--- config.mk ---
export PLATFORM = sky130hd
export DESIGN_NAME = inv_checker_satcnt
export DESIGN_NICKNAME = d
export VERILOG_FILES = /design/src/rtl/inv_checker_satcnt.sv
export SDC_FILE = /design/constraint.sdc
export NUM_CORES = 1
export LEC_CHECK = 0
export ABC_CLOCK_PERIOD_IN_PS = 2140
export CAP_MARGIN = 20
export CORE_MARGIN = 8
export CORE_UTILIZATION = 47
export DETAILED_ROUTE_END_ITERATION = 8
export PLACE_DENSITY = 0.75
export SLEW_MARGIN = 25
export SYNTH_ARGS = -nofsm -noshare
export SYNTH_HDL_FRONTEND = slang
export SYNTH_SLANG_ARGS = --single-unit
--- constraint.sdc ---
create_clock -name clk -period 2.14 [get_ports clk]
set_input_delay 0.321 -clock clk [delete_from_list [all_inputs] [get_ports clk]]
set_output_delay 0.321 -clock clk [all_outputs]
set_load 0.01 [all_outputs]
--- src/rtl/inv_checker_satcnt.sv ---
// Saturating up-counter with synchronous clear, used for the pass, fail and vector counts.
module inv_checker_satcnt #(
  parameter int CNT_W = 16
) (
  input  logic             clk,
  input  logic             rst,
  input  logic             clr,
  input  logic             inc,
  output logic [CNT_W-1:0] cnt
);

  // Holds at all-ones instead of wrapping back to zero.
  always_ff @(posedge clk) begin
    if (rst || clr)
      cnt <= '0;
    else if (inc && (cnt != '1))
      cnt <= cnt + CNT_W'(1);
  end

endmodule

==> metrics.txt <==
R2R Setup Slk=320 ps; synth warn=0; Synth Area in Compound Gates=21.9%; clock-pin slew on the worst setup and hold paths=90 ps; clk_lat worst skew=280 ps; Int Pwr=0.000376 W; crit-path cells=ha_1, nand3_1, o41ai_2, o21ai_0, a21oi_1; Crit path depth=5; clock skew=2.37 ps; Seq pwr share=62.3%; r2r startpoint=cnt[0]; drt wl/cell=15.0 um; setup tns final=0 ps; Critical Path RT=2360 ps; R2R depth=5; Multi-input gate area=510 sq um; Synth Net Count=100; Max Fclk=549 MHz; GPL Wtd Cong=0.780; power density cells=441 nW/um^2; placed cell areas=1070 sq um; GRT Residual Overflow=0; design area=1090 sq um; DRC=0; clk sink count=16; Tcrit/Tclk final=85.1%; Crit path max-delay family=compound AO/OA/AOI/OAI gates; first-pass GRT wire length=3.43 mm; Leak=0.385 nW; Iteration-0 DRC Markers=28; DR WL met2=1.05 mm; Worst Setup SP=cnt[0]; Worst Setup End Kind=flip-flop; uppermost layer routed=met4; adder-cell share of the synthesized area=1.48%; Worst Path Arrival=2040 ps; clock share of power=32.3%; Pre-Repair DR Iteration Count=4; nets=123; combinational family with the most area after synthesis=simple AND/OR/NAND/NOR gates; WL final=2.12 mm; gr usage total=12.9%; Buf+Inv Stages, Crit Path=0; Sw Ratio=22.0%; hold_ws=517 ps; fill cell count=148; register area share after synthesis=37.8%; CORE AREA=1710 sq um; Max VDD drop=374 uV; status=finished clean; via count=846; initial antenna violation count=0; Top Registers=cnt x16; die area=3420 sq um; Hold-fix buffers, CTS=0; startpoint types=flip-flop; final setup violation count=0; CP Capture Point=cnt[3]; dpl hpwl=1.54 mm; CTS tree=done; synthesized area=847 sq um; slowest CP cell=o41ai_2; Power Total=0.000482 W; kind of critical path=flip-flop to flip-flop; Worst Hold Class=flip-flop to flip-flop; synth unique cells=30; pin count of the biggest net entering global routing=16; Synth Instances=95; CTS Buf Count=3; CP peak stage delay=640 ps; I/O pin cnt=20; area delta synth->final=29.1%; Resize count post-CTS=0; RSZ-0062 raised after global routing=no; M1 WL=960 um; met3 WL post-DR=94 um; Yosys reg bits=16; max cap viols=0; Worst-Margin Slew=584 ps; Largest Register=cnt; share of cells above drive strength 1=10.3%; Die Wd=58.5 um; most frequent cells in the layout=clkdlybuf4s50_1, dfxtp_1, a21oi_1, nor2_1, nand2_1; Initial Utilization=49.6%; FF/Latch Area=320 sq um; Reg2Reg Capture Point=cnt[3]; antenna cells=0; H-Tree Depth=1; mux share of post-synthesis cell area=0%; simple-gate area share of the yosys netlist=33.8%; Avg Cell Area, Syn=8.92 sq um; CTS Buffer Depth=2; minimum clock period after layout=1820 ps; routed vias/inst=6.00; die height=58.5 um; DRT antenna net count=0; post-CTS setup buffers=0; number of core rows=15; critical path peak fanout=6; Largest register FFs=16; # port buffers=19; Comb pwr share=5.3%; NetSw=0.000106 W; Post-Synth XOR/XNOR Area=3.10%; number of global-route vias before repair=726; Slew Viols, Final=0; Slew Limit Headroom=60.7%; Root Driver=clkbuf_4; commonest non-fill, non-tap cell in the layout=clkdlybuf4s50_1; final hold violations=0
[layer usage]
| metal | vias to the layer above | global-route usage, % |
|---|---|---|
| met4 | 0 | 6.29 |
| met2 | 18 | 20.3 |
| li1 | 421 | - |
| met1 | 405 | 15.3 |
| met3 | 2 | 4.13 |
| met5 | - | 0 |
[Yosys cell counts, drive strengths merged]
cell type  instances  share of area (%)
a211oi             1               0.89
a21oi              9                5.3
a31oi              3                2.2
a41o               4                4.7
and2               2                1.5
and3               1                1.3
and4               4                4.1
clkbuf             3                1.5
dfxtp             16                 38
ha                 1                1.5
inv                1               0.44
nand2              6                2.7
nand3              5                3.0
nand4              7                7.7
nor2               7                3.1
nor3               1               0.59
nor4               1                1.5
o211a              1                1.2
o21ai              5                3.0
o31ai              3                2.7
o41ai              1                1.9
or2                1               0.74
or3                5                3.7
or4                4                4.0
xnor2              1                1.0
xor2               2                2.1
[per-stage QoR]
step                      cells  utilization (%)  setup WS, ps
after global routing        141             64.0           178
after detailed placement    138             62.7           305
final                       141             64.0           319
after CTS                   141             64.0           304
after global placement      138             62.7           356
after floorplan              95                -           468
[area by class of cell]
class,instances,area share [%]
clock buffer,3,2.06
inverter,1,0.343
multi-input combinational,75,46.7
sequential,16,29.3
tap,25,2.86
timing repair buffer,21,18.8
[power groups by stage]
stage	registers, W	clock network (W)	logic (W)
after floorplan	0.000308	0	0.0000113
after global placement	0.000308	0	0.0000255
after detailed placement	0.000308	0	0.0000259
after CTS	0.000301	0.000163	0.0000261
after global routing	0.000301	0.000179	0.0000280
final	0.000301	0.000156	0.0000257
[worst reg2reg max path, stage by stage (launching register included)]
cell     delay, ps
dfxtp_1        410
ha_1           210
nand3_1        150
o41ai_2        640
o21ai_0        190
a21oi_1        140
[cell families after synthesis]
family | after synthesis
AOI/OAI and AO/OA | 27
xor gates and xnor gates | 3
adders and majority gates | 1
buffers and inverters | 4
DFF | 16
and+or+nand+nor | 44
[how the worst min path moves through the flow]
stage                  from       to  slack (ps)  cells past startpoint
floorplan               inc   cnt[1]         480                      2
global placement    cnt[15]  cnt[15]         490                      2
detailed placement   cnt[1]   cnt[1]         500                      2
CTS                  cnt[1]   cnt[1]         520                      2
global route         cnt[1]   cnt[1]         540                      2
finish               cnt[1]   cnt[1]         520                      2
Note: power is estimated with default switching activity, not from simulation.
